`src/rtl/mode7_span_stepper.sv`:
```
`default_nettype none
// ============================================================================
//  Module   : mode7_span_stepper
//  Purpose  : Per-scanline Mode-7 span interpolation and per-pixel (u,v)
//             texel coordinate streamer with wrap/clamp/border addressing.
//  Revision : 1.0  initial release
// ============================================================================
module mode7_span_stepper #(
    parameter int COORD_W      = 29,
    parameter int FRAC_W       = 16,
    parameter int MAP_INT_W    = 9,
    parameter int SCALE_W      = 17,
    parameter int H_ACTIVE     = 640,
    parameter int STRIDE_MUL   = 102,
    parameter int STRIDE_SHIFT = 16
) (
    input  logic                              clk,
    input  logic                              resetn,
    input  logic                              frame_start,
    input  logic signed [COORD_W-1:0]         a_u,
    input  logic signed [COORD_W-1:0]         a_v,
    input  logic signed [COORD_W-1:0]         b_u,
    input  logic signed [COORD_W-1:0]         b_v,
    input  logic signed [COORD_W-1:0]         c_u,
    input  logic signed [COORD_W-1:0]         c_v,
    input  logic signed [COORD_W-1:0]         d_u,
    input  logic signed [COORD_W-1:0]         d_v,
    input  logic                              line_start,
    input  logic [SCALE_W-1:0]                line_scale,
    input  logic [1:0]                        wrap_mode,
    output logic                              busy,
    output logic                              out_valid,
    input  logic                              out_ready,
    output logic [MAP_INT_W+FRAC_W-1:0]       out_u,
    output logic [MAP_INT_W+FRAC_W-1:0]       out_v,
    output logic [9:0]                        out_x,
    output logic                              out_last,
    output logic                              out_oob,
    output logic                              line_overrun
);

    localparam int         c_M           = MAP_INT_W + FRAC_W;
    localparam int         c_MUL_B_W     = 32;
    localparam int         c_PROD_W      = COORD_W + 1 + c_MUL_B_W;
    localparam logic [9:0] c_X_LAST      = 10'(H_ACTIVE - 1);
    localparam logic [2:0] c_K_LOAD      = 3'd6;
    localparam logic [1:0] c_MODE_CLAMP  = 2'd1;
    localparam logic [1:0] c_MODE_BORDER = 2'd2;

    typedef enum logic [1:0] {
        S_IDLE = 2'd0,
        S_CALC = 2'd1,
        S_RUN  = 2'd2
    } state_t;

    state_t                    r_state;
    logic [2:0]                r_k;
    logic [SCALE_W-1:0]        r_scale;
    logic [1:0]                r_mode;
    logic signed [COORD_W-1:0] r_shadow [8];
    logic signed [COORD_W-1:0] r_active [8];
    logic signed [COORD_W-1:0] r_left_u, r_left_v, r_right_u, r_right_v;
    logic signed [COORD_W-1:0] r_u_stride, r_v_stride, r_u, r_v;

    logic signed [COORD_W-1:0] w_corner_in [8];
    logic signed [COORD_W:0]   w_mul_a;
    logic signed [c_MUL_B_W-1:0] w_mul_b;
    logic signed [c_PROD_W-1:0]  w_prod;
    logic signed [COORD_W-1:0] w_base, w_result;
    logic                      w_is_stride;
    logic signed [COORD_W-1:0] w_next_u, w_next_v;
    logic [c_M:0]              w_addr_u, w_addr_v;

    function automatic logic signed [COORD_W:0] widen(input logic signed [COORD_W-1:0] val);
        return {val[COORD_W-1], val};
    endfunction

    // Returns {oob, addressed coordinate}; the accumulator itself is never modified.
    function automatic logic [c_M:0] address(input logic signed [COORD_W-1:0] acc,
                                             input logic [1:0] mode);
        logic         below;
        logic         above;
        logic [c_M-1:0] val;
        below = acc[COORD_W-1];
        above = !below && (acc[COORD_W-2:c_M] != '0);
        val   = acc[c_M-1:0];
        if (mode == c_MODE_CLAMP) begin
            if (below) begin
                val = '0;
            end else if (above) begin
                val = '1;
            end
        end
        return {(mode == c_MODE_BORDER) && (below || above), val};
    endfunction

    assign w_corner_in[0] = a_u;
    assign w_corner_in[1] = a_v;
    assign w_corner_in[2] = b_u;
    assign w_corner_in[3] = b_v;
    assign w_corner_in[4] = c_u;
    assign w_corner_in[5] = c_v;
    assign w_corner_in[6] = d_u;
    assign w_corner_in[7] = d_v;

    // Shared multiplier: k0..3 interpolate far/near corners, k4..5 derive strides.
    always_comb begin
        w_mul_a     = '0;
        w_mul_b     = '0;
        w_base      = '0;
        w_is_stride = 1'b0;
        if (!r_k[2]) begin
            w_mul_a = widen(r_active[{1'b0, r_k[1:0]}]) - widen(r_active[{1'b1, r_k[1:0]}]);
            w_mul_b = {{(c_MUL_B_W-SCALE_W){1'b0}}, r_scale};
            w_base  = r_active[{1'b1, r_k[1:0]}];
        end else begin
            w_mul_a     = r_k[0] ? (widen(r_right_v) - widen(r_left_v))
                                 : (widen(r_right_u) - widen(r_left_u));
            w_mul_b     = c_MUL_B_W'(STRIDE_MUL);
            w_is_stride = 1'b1;
        end
    end

    assign w_prod   = c_PROD_W'(w_mul_a) * c_PROD_W'(w_mul_b);
    assign w_result = w_is_stride ? COORD_W'(w_prod >>> STRIDE_SHIFT)
                                  : w_base + COORD_W'(w_prod >>> FRAC_W);

    assign w_next_u = (r_state == S_RUN) ? r_u + r_u_stride : r_left_u;
    assign w_next_v = (r_state == S_RUN) ? r_v + r_v_stride : r_left_v;
    assign w_addr_u = address(w_next_u, r_mode);
    assign w_addr_v = address(w_next_v, r_mode);

    always_ff @(posedge clk or negedge resetn) begin
        if (!resetn) begin
            r_state      <= S_IDLE;
            r_k          <= '0;
            r_scale      <= '0;
            r_mode       <= '0;
            for (int i = 0; i < 8; i++) begin
                r_shadow[i] <= '0;
                r_active[i] <= '0;
            end
            r_left_u     <= '0;
            r_left_v     <= '0;
            r_right_u    <= '0;
            r_right_v    <= '0;
            r_u_stride   <= '0;
            r_v_stride   <= '0;
            r_u          <= '0;
            r_v          <= '0;
            busy         <= 1'b0;
            out_valid    <= 1'b0;
            out_u        <= '0;
            out_v        <= '0;
            out_x        <= '0;
            out_last     <= 1'b0;
            out_oob      <= 1'b0;
            line_overrun <= 1'b0;
        end else begin
            line_overrun <= line_start && (r_state != S_IDLE);
            if (frame_start) begin
                for (int i = 0; i < 8; i++) begin
                    r_shadow[i] <= w_corner_in[i];
                end
            end
            case (r_state)
                S_IDLE: begin
                    if (line_start) begin
                        r_state <= S_CALC;
                        r_k     <= '0;
                        r_scale <= line_scale;
                        r_mode  <= wrap_mode;
                        busy    <= 1'b1;
                        // Same-cycle frame_start is forwarded into the active bank.
                        for (int i = 0; i < 8; i++) begin
                            r_active[i] <= frame_start ? w_corner_in[i] : r_shadow[i];
                        end
                    end
                end
                S_CALC: begin
                    case (r_k)
                        3'd0:    r_left_u   <= w_result;
                        3'd1:    r_left_v   <= w_result;
                        3'd2:    r_right_u  <= w_result;
                        3'd3:    r_right_v  <= w_result;
                        3'd4:    r_u_stride <= w_result;
                        3'd5:    r_v_stride <= w_result;
                        default: ;
                    endcase
                    if (r_k == c_K_LOAD) begin
                        r_state   <= S_RUN;
                        r_u       <= r_left_u;
                        r_v       <= r_left_v;
                        out_valid <= 1'b1;
                        out_x     <= '0;
                        out_u     <= w_addr_u[c_M-1:0];
                        out_v     <= w_addr_v[c_M-1:0];
                        out_oob   <= w_addr_u[c_M] | w_addr_v[c_M];
                        out_last  <= (c_X_LAST == 10'd0);
                    end else begin
                        r_k <= r_k + 3'd1;
                    end
                end
                S_RUN: begin
                    if (out_ready) begin
                        if (out_x == c_X_LAST) begin
                            r_state   <= S_IDLE;
                            busy      <= 1'b0;
                            out_valid <= 1'b0;
                            out_last  <= 1'b0;
                            out_u     <= '0;
                            out_v     <= '0;
                            out_x     <= '0;
                            out_oob   <= 1'b0;
                        end else begin
                            r_u      <= w_next_u;
                            r_v      <= w_next_v;
                            out_x    <= out_x + 10'd1;
                            out_last <= ((out_x + 10'd1) == c_X_LAST);
                            out_u    <= w_addr_u[c_M-1:0];
                            out_v    <= w_addr_v[c_M-1:0];
                            out_oob  <= w_addr_u[c_M] | w_addr_v[c_M];
                        end
                    end
                end
                default: r_state <= S_IDLE;
            endcase
        end
    end

endmodule
`default_nettype wire

```
`config.mk`:
```
export PLATFORM = sky130hd
export DESIGN_NAME = mode7_span_stepper
export DESIGN_NICKNAME = d
export VERILOG_FILES = /design/src/rtl/mode7_span_stepper.sv
export SDC_FILE = /design/constraint.sdc
export NUM_CORES = 2
export LEC_CHECK = 0
export CELL_PAD_IN_SITES_DETAIL_PLACEMENT = 1
export CELL_PAD_IN_SITES_GLOBAL_PLACEMENT = 1
export CORE_ASPECT_RATIO = 1.5
export CORE_MARGIN = 1.5
export CORE_UTILIZATION = 44
export DETAILED_ROUTE_END_ITERATION = 10
export PLACE_DENSITY_LB_ADDON = 0.1
export SYNTH_ARGS = -nofsm -noshare
export SYNTH_HDL_FRONTEND = slang
export SYNTH_SLANG_ARGS = --single-unit
```
`constraint.sdc`:
```
create_clock -name clk -period 11.5 [get_ports clk]
set_clock_uncertainty 0.15 [all_clocks]
set_input_delay 1.15 -clock clk [delete_from_list [all_inputs] [get_ports clk]]
set_output_delay 1.15 -clock clk [all_outputs]
set_load 0.1 [all_outputs]
```
==> metrics.cfg <==
[floorplan]
die_h_um=443
start_util_pct=44.3
ioPinCount=321
core_um2=128000
die_w_um=296
die-area_um2=131000
core.rowCount=161

[drt]
routed-via-count=44500
post-route-drc-count=0
wl_per_cell_um=25.1
drt_iter0_drc=2143
ant_nets=0
viasPerCell=5.44
totalWireLength_mm=205
drtPass1Iterations=5

[global_route]
grt_first_pass_wirelength_mm=309
grt_use_total_pct=31.8
grt-busiest-layer=met2
gr-total-overflow=0
grt_util_met1_pct=35.1
use_met3_pct=4.41
use_met2_pct=57.2
antenna_found_initial=16
first_global_vias=50100
grt_max_degree=165

[placement]
gp_congestion=0.977
port_buffers=320
dp_hpwl_mm=164

[cts]
cts_made_buffers=83
clkSinkCount=785
cts.clk_slew.worst_paths_ns=0.06
htreeDepth=3
clock_latency_ns=0.72
clock_path_buffers=3
root_buffer=clkbuf_16
tritoncts=done

[critical_path]
crit_slowest_cell=mux4_2
path_common_cell=buf_4
crit_type=reg2reg
slowest_delay_ns=0.56
timing.rr.end=r_left_v[28]
ff2ff_path_depth=58
cp.required_ns=11.87
cp.arrival_ns=11.98
crit_path_end_kind=flip-flop
r2r-start=r_k[0]
crit_fanout=8
start_kind=flip-flop
reg2reg_slack_ns=-0.11

[sta]
final.period_utilization_pct=101
relSlewSlack_pct=24.1
min_period_ns=11.61
setup_tns_ns=-0.474
setup_viol=9
hold_violations=0
rsz0062_at_grt=yes
worstMarginPinSlew_ns=1.14
timing.fmax_mhz=86.1
drv_slew=0
finalWorstSetupSlack_ns=-0.108

[synthesis]
synth_async_sr_flop_share_pct=100
syn_inst=5593
ys.flop_type=dfrtp_1
syn_nets=6606
yosysSeqAreaShare_pct=34.6
ys_types=91
ys_ff_latch=785
synth_edf_count=0
synth_area_per_cell_um2=10.2
ys_warn_count=0
synth_area_um2=56800

[cells_and_area]
syn2layout_area_growth_pct=24.2
n_antenna_cell=0
final_nets=7416
drive_above_1_share_pct=24.5

[status]
status=finished with violations
violations=setup timing

[job]
maxCapViolations=0

[min_path]
hold_class=in2async

-- cell usage after synthesis, drive strengths merged (5+ instances only) --
cell,count,area share [%]
a211oi,22,0.30
a221o,9,0.16
xor2,74,1.1
xnor2,126,1.9
dfrtp,785,35
o22ai,5,0.066
clkbuf,214,1.4
fa,475,17
a22oi,23,0.30
a21oi,227,2.0
nand4,18,0.20
a31o,8,0.12
nor2,454,3.0
mux4,58,2.3
or2,13,0.14
nor3,36,0.33
mux2i,7,0.12
nand2,587,3.9
o21a,36,0.48
or3,8,0.088
nand3,69,0.63
o21ai,322,2.8
o21bai,29,0.38
mux2,492,9.7
o41ai,6,0.12
nor2b,38,0.42
inv,750,5.0
o211ai,41,0.54
a21boi,9,0.12
and2,18,0.20
o311ai,5,0.090
ha,282,6.2
nand2b,44,0.48
buf,28,0.21
and3,44,0.48
a21o,120,1.6
and4,5,0.077
a211o,6,0.092
a31oi,27,0.30
o31ai,11,0.16
a2111oi,6,0.14
-- placed cells by master (no fill, tap or decap), drive strengths merged, types with 120 or more instances in the layout --
cell / n
xnor2: 126
inv: 756
ha: 282
dfrtp: 785
a21oi: 227
a21o: 120
mux2: 492
buf: 649
fa: 475
nor2: 454
o21ai: 322
nand2: 587
clkdlybuf4s50: 318
-- cell type report --
type	count	area [µm²]
fillers	14000	57700
multi-input cells	3815	34600
inverters	751	2820
repair buffers	967	8480
clock buffers	111	2340
clock inverters	42	571
flip-flops and latches	785	19700
well taps	1711	2140
-- registers in the layout, summed over array words and instances, names as in the netlist, 2 cells and up --
signal / count
r_active: 232
r_shadow: 232
r_left_u: 29
r_left_v: 29
r_right_u: 29
r_right_v: 29
r_u: 29
r_u_stride: 29
r_v: 29
r_v_stride: 29
out_u: 25
out_v: 25
r_scale: 17
out_x: 10
r_k: 3
r_mode: 2
r_state: 2
-- through the flow --
stage | instances | setup slack (ns) | hold WS, ns | instance area (µm²) | utilization (%)
5_1_grt | 8182 | -0.562 | 0.310 | 70600 | 55.0
6_report | 8182 | -0.108 | 0.253 | 70600 | 55.0
4_1_cts | 8162 | -0.0721 | 0.279 | 70000 | 54.5
3_3_place_gp | 7963 | -0.793 | 0.312 | 65900 | 51.4
3_5_place_dp | 7963 | -1.01 | 0.320 | 65900 | 51.4
2_1_floorplan | 5593 | 0.0198 | 0.300 | 56900 | -
-- critical path, delay by kind of cell, from the launching register on --
kind	cells	cell delay (ns)
compound gates	17	2.66
fa+ha+maj	9	3.67
simple gates	12	1.38
flops	1	0.55
xor+xnor	4	0.67
mux	1	0.56
buf+inv	15	1.77
-- how the worst max path moves through the flow --
| stage | cells past startpoint | startpoint | to |
|---|---|---|---|
| 6_report | 58 | r_k[0] | r_left_v[28] |
| 5_1_grt | 53 | r_k[0] | r_left_u[28] |
| 4_1_cts | 52 | r_k[0] | r_left_u[28] |
| 3_5_place_dp | 51 | r_k[0] | r_left_u[28] |
| 3_3_place_gp | 48 | r_k[0] | r_left_u[28] |
| 2_1_floorplan | 50 | r_k[0] | r_left_v[28] |
-- cell families (layout without fill, tap and decap cells) --
family / Yosys count / count (layout) / share of synthesized area, %
flip-flops: 785 / 785 / 34.6
buffers and inverters: 993 / 1871 / 6.58
AO/OA/AOI/OAI: 949 / 949 / 10.5
multiplexers: 557 / 557 / 12.2
adder cells (fa/ha/maj): 757 / 757 / 22.9
AND/OR/NAND/NOR: 1351 / 1351 / 10.2
XOR/XNOR: 201 / 201 / 3.12
-- routing by layer --
| metal | up-vias | part of all wire [%] |
|---|---|---|
| met2 | 995 | 53 |
| met5 | - | 0.095 |
| met4 | 30 | 7.0 |
| met1 | 23000 | 36 |
| met3 | 434 | 4.0 |
| li1 | 20000 | - |
-- what timing repair did --
item	CTS	global route
cloned	1	1
setup buffers	45	19
pin swaps	102	64
gates resized for setup	180	112
hold buffers	0	0
setup endpoints to repair	80	79
Power is left out: the tool's default activity adds up to more than one toggle a clock period on the data nets, which glitch-free logic cannot reach.
